## src/rtl/pipe_ctrl.sv

```systemverilog
// Pipeline stall/flush control for the 5-stage core, plus tracking of in-flight
// instruction fetches so that beats returning after a flush are discarded.
module pipe_ctrl #(
  parameter int OUTS_W   = 2,
  parameter int MAX_OUTS = 2
) (
  input  logic              cpu_clk_50M,
  input  logic              cpu_rst_n,
  input  logic              stallreq_if,
  input  logic              stallreq_id,
  input  logic              stallreq_exe,
  input  logic              stallreq_mem,
  input  logic              exc_valid,
  input  logic              inst_req,
  input  logic              inst_addr_ok,
  input  logic              inst_data_ok,
  output logic [5:0]        stall,
  output logic              flush,
  output logic              inst_discard,
  output logic              inst_req_allow,
  output logic [OUTS_W-1:0] outs_cnt
);

  // state | meaning
  // RUN   | no stale fetches pending; disc_cnt == 0
  // DRAIN | disc_cnt > 0 stale beats still to arrive; they are discarded
  typedef enum logic {RUN = 1'b0, DRAIN = 1'b1} state_t;

  localparam int                SUM_W   = OUTS_W + 2;
  localparam logic [SUM_W-1:0]  MAX_S   = SUM_W'(MAX_OUTS);
  localparam logic [SUM_W-1:0]  CNT_TOP = SUM_W'((1 << OUTS_W) - 1);
  localparam logic [OUTS_W-1:0] MAX_C   = OUTS_W'(MAX_OUTS);

  state_t            state, state_nxt;
  logic [OUTS_W-1:0] disc_cnt, disc_nxt, outs_nxt;
  logic [SUM_W-1:0]  outs_sum, disc_sum;
  logic              flush_raw, acc, dec;

  assign flush_raw = exc_valid & ~stallreq_mem;
  assign acc       = inst_req & inst_addr_ok;
  // A data beat with nothing outstanding is a protocol error and is ignored.
  assign dec       = inst_data_ok & (outs_cnt != '0);

  always_ff @(posedge cpu_clk_50M) begin
    if (!cpu_rst_n) begin
      state    <= RUN;
      outs_cnt <= '0;
      disc_cnt <= '0;
    end else begin
      state    <= state_nxt;
      outs_cnt <= outs_nxt;
      disc_cnt <= disc_nxt;
    end
  end

  always_comb begin
    outs_sum = SUM_W'(outs_cnt) + SUM_W'(acc) - SUM_W'(dec);
    outs_nxt = (outs_sum > CNT_TOP) ? CNT_TOP[OUTS_W-1:0] : outs_sum[OUTS_W-1:0];

    // Stale beats after a flush: everything outstanding plus what was already
    // pending, less the beat consumed this cycle.
    disc_sum = SUM_W'(outs_cnt) - SUM_W'(dec & (state == RUN))
             + SUM_W'(disc_cnt) - SUM_W'(inst_data_ok & (state == DRAIN));

    disc_nxt = disc_cnt;
    if (flush_raw) begin
      disc_nxt = (disc_sum > MAX_S) ? MAX_C : disc_sum[OUTS_W-1:0];
    end else if ((state == DRAIN) && inst_data_ok && (disc_cnt != '0)) begin
      disc_nxt = disc_cnt - OUTS_W'(1);
    end

    state_nxt = (disc_nxt != '0) ? DRAIN : RUN;
  end

  always_comb begin
    stall          = 6'b000000;
    flush          = 1'b0;
    inst_discard   = 1'b0;
    inst_req_allow = 1'b0;
    if (cpu_rst_n) begin
      flush          = flush_raw;
      inst_discard   = (state == DRAIN) & inst_data_ok;
      inst_req_allow = (SUM_W'(outs_cnt) < MAX_S) | inst_data_ok;
      if (!flush_raw) begin
        if (stallreq_mem)                       stall = 6'b011111;
        else if (stallreq_exe)                  stall = 6'b001111;
        else if (stallreq_id)                   stall = 6'b000111;
        else if (stallreq_if && state == RUN)   stall = 6'b000011;
      end
    end
  end

endmodule

```

## config.mk

```make
export PLATFORM = sky130hd
export DESIGN_NAME = pipe_ctrl
export DESIGN_NICKNAME = d
export VERILOG_FILES = /design/src/rtl/pipe_ctrl.sv
export SDC_FILE = /design/constraint.sdc
export NUM_CORES = 1
export LEC_CHECK = 0
export ABC_AREA = 0
export CORE_MARGIN = 2
export CORE_UTILIZATION = 42
export CTS_CLUSTER_SIZE = 30
export DETAILED_ROUTE_END_ITERATION = 6
export PLACE_DENSITY = 0.75
export SLEW_MARGIN = 20
export SYNTH_ARGS = -nofsm -noshare
export SYNTH_HDL_FRONTEND = slang
export SYNTH_SLANG_ARGS = --single-unit
```

## constraint.sdc

```tcl
create_clock -name cpu_clk_50M -period 2.9 [get_ports cpu_clk_50M]
set_input_delay 0.29 -clock cpu_clk_50M [delete_from_list [all_inputs] [get_ports cpu_clk_50M]]
set_output_delay 0.29 -clock cpu_clk_50M [all_outputs]
set_load 0.05 [all_outputs]
```

==> flow_summary.toml, run 1 <==
[sta]
tns_ns = 0
finalMaxSlewViolations = 0
rsz0062_at_grt = "false"
min_period_ns = 2.75
hold_viol = 0
tightestPinTransition_ns = 0.502
setup_violations = 0
slew_headroom = 0.664
period_share = 0.947
fmax_ghz = 0.364
clock-skew-final_ns = 0.00335

[synth]
synth_cell_types = 26
synth_nets = 87
synth_area_per_cell_um2 = 8.62
synth_ff_type = "dfxtp_1"
ys_seq_area_frac = 0.179
ys_seq_elements = 5
synthCells = 65
syn_area_um2 = 561
synth-edff-count = 0
ys.warnings.count = 0
synthArstFlopShare = 0

[floorplanning]
die-area_um2 = 1640
core.rowCount = 13
ios = 21
design.core.area_um2 = 1270
die_x_um = 40.5
dieHeight_um = 40.5
start_util = 0.442

[global_route]
track_usage = 0.177
grt_pass1_wl_mm = 1.88
grt_pass1_vias = 473
grt_overflow = 0
antenna_found_initial = 0
grt_max_degree = 7

[layout]
finish.utilization = 0.627
drive_gt1_frac = 0.114
num_antenna_cells = 0
syn2layout_area_growth_pct = 42.0
fin_nets = 111
final_common_cell = "clkdlybuf4s50_1"
final_cell_mix = "clkdlybuf4s50_1 (19), inv_1 (11), ha_1 (9)"

[pwr]
p_seq_frac = 0.165
p_comb_frac = 0.732
power_density_nw_per_um2 = 953
p_int_uw = 392
vdd_drop_max_mv = 0.531
switching_power_uw = 367
total_leakage_power_uw = 0.000373
p_clk_frac = 0.103
sw_frac_of_total = 0.483

[place]
portBuffers = 19
place_congestion = 0.786
hpwl_mm = 1.01

[clock_network]
cts_resized = 0
cts_tree = "built"
clock_sink_count = 5
cts_buffer_depth = 2
htree_levels = 1
clkSlewWorstSetupHoldPaths_ns = 0.04
clk_latency_ns = 0.24
root_buffer = "clkbuf_4"
ctsHoldBuffers = 0
cts_made_buffers = 3
cts_setup_buffers = 0

[worst_hold_path]
hold_class = "register to register"

[worst_setup_path]
crit_fanout = 3
start_kind = "input port"
criticalPathCategory = "input port to register"
worstPathRequired_ns = 3.02
end_kind = "register"
critPathArrivalTime_ns = 2.87

[flow_run]
max_cap_violations = 0

[drt]
vias = 480
wl_per_cell_um = 10.9
drtIter0Drc = 2
drc = 0
via_per_inst = 4.66
first_pass_iters = 2
ant_nets = 0
drt_wl_total_mm = 1.12

[outcome]
status = "complete, no violations"
-- power by group through the flow --
stage,sequential [uW],combinational (uW),clock [uW]
2_1_floorplan,167,384,0
3_3_place_gp,126,542,0
3_5_place_dp,127,558,0
4_1_cts,125,563,82.3
5_1_grt,130,637,84.8
6_report,125,555,78.4
-- flip-flops by register name, summed over array words and instances (netlist names) --
signal,flops
disc_cnt,2
outs_cnt,2
state,1
-- Yosys cell counts (2+ instances only) --
master | number | area share
a21oi_1 | 2 | 0.018
buf_4 | 2 | 0.027
dfxtp_1 | 5 | 0.18
fa_1 | 3 | 0.11
ha_1 | 9 | 0.20
inv_1 | 11 | 0.074
nand2_1 | 5 | 0.033
nand3b_1 | 2 | 0.027
nor2_1 | 3 | 0.020
nor3_1 | 3 | 0.027
o21a_1 | 4 | 0.054
xnor2_1 | 2 | 0.031
-- routing by layer --
layer	vias up	part of all wire	track usage
met1	221	0.48	0.215
met4	0	0	0.0750
met3	0	0.0071	0.0167
met5	-	0	0
met2	4	0.51	0.313
li1	255	-	-
-- cells by family (layout without fill, tap and decap cells) --
kind of cell / after synthesis / count (layout) / share of synthesized area
and+or+nand+nor: 20 / 20 / 0.199
buffers and inverters: 13 / 36 / 0.100
adders and majority gates: 12 / 12 / 0.308
AOI/OAI and AO/OA: 10 / 10 / 0.134
DFF: 5 / 5 / 0.179
xor gates and xnor gates: 3 / 3 / 0.0469
other: 1 / 1 / 0.00669
muxes: 1 / 1 / 0.0268
-- through the flow --
step / cell area (um2) / total power (uW) / hold slack [ns] / setup slack (ns) / cells
2_1_floorplan: 561 / 551 / 0.407 / 0.0848 / 65
3_3_place_gp: 769 / 668 / 0.652 / -0.0548 / 99
3_5_place_dp: 769 / 685 / 0.663 / -0.0877 / 99
4_1_cts: 796 / 770 / 0.669 / 0.141 / 103
5_1_grt: 796 / 851 / 0.711 / 0.00958 / 103
6_report: 796 / 758 / 0.669 / 0.154 / 103
-- path summary, 6_finish.rpt --
check	startpoint	endpoint	slack, ns	cells past startpoint
worst max-delay path	inst_data_ok	state	0.15	11
worst min-delay path	disc_cnt[0]	disc_cnt[0]	0.67	3
worst max register to register	outs_cnt[1]	state	0.23	10
worst min register to register	disc_cnt[0]	disc_cnt[0]	0.67	3
-- area by class of cell --
type,instances,area (um2)
Clock buffer,4,26.3
Multi-Input combinational cell,47,404
Inverter,11,41.3
Sequential cell,5,100
Tap cell,15,18.8
Timing Repair Buffer,21,205
Fill cell,114,473
-- critical path, stage by stage --
cell,delay (ns)
clkdlybuf4s50_1,0.48
o21a_1,0.14
nor2b_1,0.13
ha_1,0.24
ha_1,0.28
inv_1,0.04
ha_1,0.19
fa_1,0.48
nor3_1,0.26
o32ai_2,0.12
or2_1,0.22
No activity file was read; power rests on OpenSTA's default activity.
==> run 2: changes to the inputs <==
--- a/config.mk
+++ b/config.mk
@@ -5,9 +5,9 @@
 export SDC_FILE = /design/constraint.sdc
 export NUM_CORES = 1
 export LEC_CHECK = 0
-export ABC_AREA = 0
+export ABC_AREA = 1
 export CORE_MARGIN = 2
-export CORE_UTILIZATION = 42
+export CORE_UTILIZATION = 44
 export CTS_CLUSTER_SIZE = 30
 export DETAILED_ROUTE_END_ITERATION = 6
 export PLACE_DENSITY = 0.75
==> flow_summary.toml, run 2 <==
[synth]
synthCells = 96
synth_area_per_cell_um2 = 6.70
synth_top_area_cell = "ha_1"
ys_seq_area_frac = 0.156
ys_seq_elements = 5
synthArstFlopShare = 0
synth_ff_type = "dfxtp_1"
synth_top_area_frac = 0.175
ys.warnings.count = 0
synth_cell_types = 21
syn_area_um2 = 643
yosysMostFrequentCell = "inv_1"
synth_area_leaders = "ha_1 (18%), dfxtp_1 (16%), inv_1 (14%)"
synth-edff-count = 0
synth_nets = 118
synthTopCellsByCount = "inv_1 (24), nand2_1 (21), ha_1 (9), dfxtp_1 (5), nor2_1 (5)"

[floorplanning]
core.rowCount = 13
ios = 21
die_x_um = 42.2
start_util = 0.482
design.core.area_um2 = 1330
die-area_um2 = 1780
dieHeight_um = 42.2

[worst_setup_path]
critPathArrivalTime_ns = 2.81
reg2reg_slack_ns = 0.27
r2r_cells = 14
worstPathRequired_ns = 3.08
reg2reg_from = "outs_cnt[1]"
crit_fanout = 5
start_kind = "register"
end_kind = "register"
criticalPathCategory = "register to register"
worst_r2r_endpoint = "state"

[place]
portBuffers = 19
place_congestion = 0.781
hpwl_mm = 1.02

[clock_network]
cts_setup_buffers = 0
clkSlewWorstSetupHoldPaths_ns = 0.04
cts_buffer_depth = 2
cts_made_buffers = 3
ctsHoldBuffers = 0
htree_levels = 1
clk_latency_ns = 0.24
cts_tree = "built"
clock_sink_count = 5
cts_resized = 0
root_buffer = "clkbuf_4"

[layout]
finish.utilization = 0.653
final_common_cell = "inv_1"
syn2layout_area_growth_pct = 35.4
final_cell_mix = "inv_1 (24), nand2_1 (21), clkdlybuf4s50_1 (19)"
fill_cells = 115
top_regs = "disc_cnt x2, outs_cnt x2, state x1"
fin_nets = 141
drive_gt1_frac = 0.144
num_antenna_cells = 0

[sta]
fin_hold_ws_ns = 0.617
min_period_ns = 2.63
tns_ns = 0
fmax_ghz = 0.380
setup_violations = 0
finalMaxSlewViolations = 0
period_share = 0.907
hold_viol = 0
clock-skew-final_ns = 0.000621
rsz0062_at_grt = "false"

[outcome]
status = "complete, no violations"

[global_route]
antenna_found_initial = 0
gr-max-usage-layer = "met2"
grt_max_degree = 6
grt_pass1_wl_mm = 2.18
track_usage = 0.159
grt_overflow = 0
grtUsageMet3 = 0.0302
grt_pass1_vias = 570
use_met1 = 0.199
grt_util_met2 = 0.252

[worst_hold_path]
hold_class = "register to register"
hold_end = "disc_cnt[0]"
worstHoldPathCells = 4
hp-start = "disc_cnt[0]"

[pwr]
p_int_uw = 398
p_seq_frac = 0.147
p_clk_frac = 0.095
vdd_drop_max_mv = 0.660
p_comb_frac = 0.759
sw_frac_of_total = 0.516
power_density_nw_per_um2 = 945
total_leakage_power_uw = 0.000476
switching_power_uw = 424

[drt]
vias = 587
drtIter0Drc = 4
wl_per_cell_um = 8.51
drc = 0
ant_nets = 0
via_per_inst = 4.41
drt_wl_total_mm = 1.13
first_pass_iters = 4

[flow_run]
max_cap_violations = 0
run 2: worst max-delay path: stages, from the launching register on:
cell and delay [ns]:
dfxtp_1 0.39, inv_1 0.16, a21oi_1 0.20, and2_1 0.15, ha_1 0.22, ha_1 0.27
inv_1 0.04, ha_1 0.21, fa_1 0.42, or2_1 0.22, nand2_1 0.08, nand3_2 0.06
nand2_2 0.07, inv_2 0.03, nand2_2 0.05
run 2: cell type report:
type,count,area (um2),share of cell area
Multi-Input combinational cell,61,423,0.486
Timing Repair Buffer,20,198,0.227
Inverter,28,105,0.121
Sequential cell,5,100,0.115
Clock buffer,4,26.3,0.0302
Tap cell,15,18.8,0.0216
run 2: worst max path at each step:
| stage | from | slack, ns | endpoint |
|---|---|---|---|
| 2_1_floorplan | outs_cnt[1] | 0.01 | state |
| 3_3_place_gp | inst_data_ok | 0.04 | state |
| 3_5_place_dp | inst_data_ok | 0.02 | state |
| 4_1_cts | outs_cnt[1] | 0.25 | state |
| 5_1_grt | outs_cnt[1] | 0.03 | state |
| 6_report | outs_cnt[1] | 0.27 | state |
run 2: power groups by stage:
stage	clock, uW	sequential [uW]	combinational, uW
final	77.9	121	624
after global routing	91.0	124	743
after CTS	82.7	121	632
after detailed placement	0	122	625
after global placement	0	121	612
after floorplan	0	165	447
run 2: logic make-up after synthesis:
| family | share of synthesized area |
|---|---|
| DFF | 0.156 |
| AOI/OAI and AO/OA | 0.0564 |
| other | 0.00583 |
| and+or+nand+nor | 0.300 |
| xor gates and xnor gates | 0.0272 |
| buffers and inverters | 0.187 |
| adders and majority gates | 0.268 |
run 2: metal layers:
layer	wire length (um)	vias up
met4	11	0
met1	545	249
met3	54	2
li1	-	323
met2	521	13
met5	0	-
run 2: stage by stage:
| step | area, um2 | setup WS (ns) | std cells | power (uW) |
|---|---|---|---|---|
| floorplan | 643 | 0.0119 | 96 | 612 |
| global placement | 845 | 0.0369 | 129 | 734 |
| detailed placement | 845 | 0.0151 | 129 | 747 |
| CTS | 871 | 0.245 | 133 | 836 |
| global route | 871 | 0.0282 | 133 | 958 |
| finish | 871 | 0.271 | 133 | 823 |
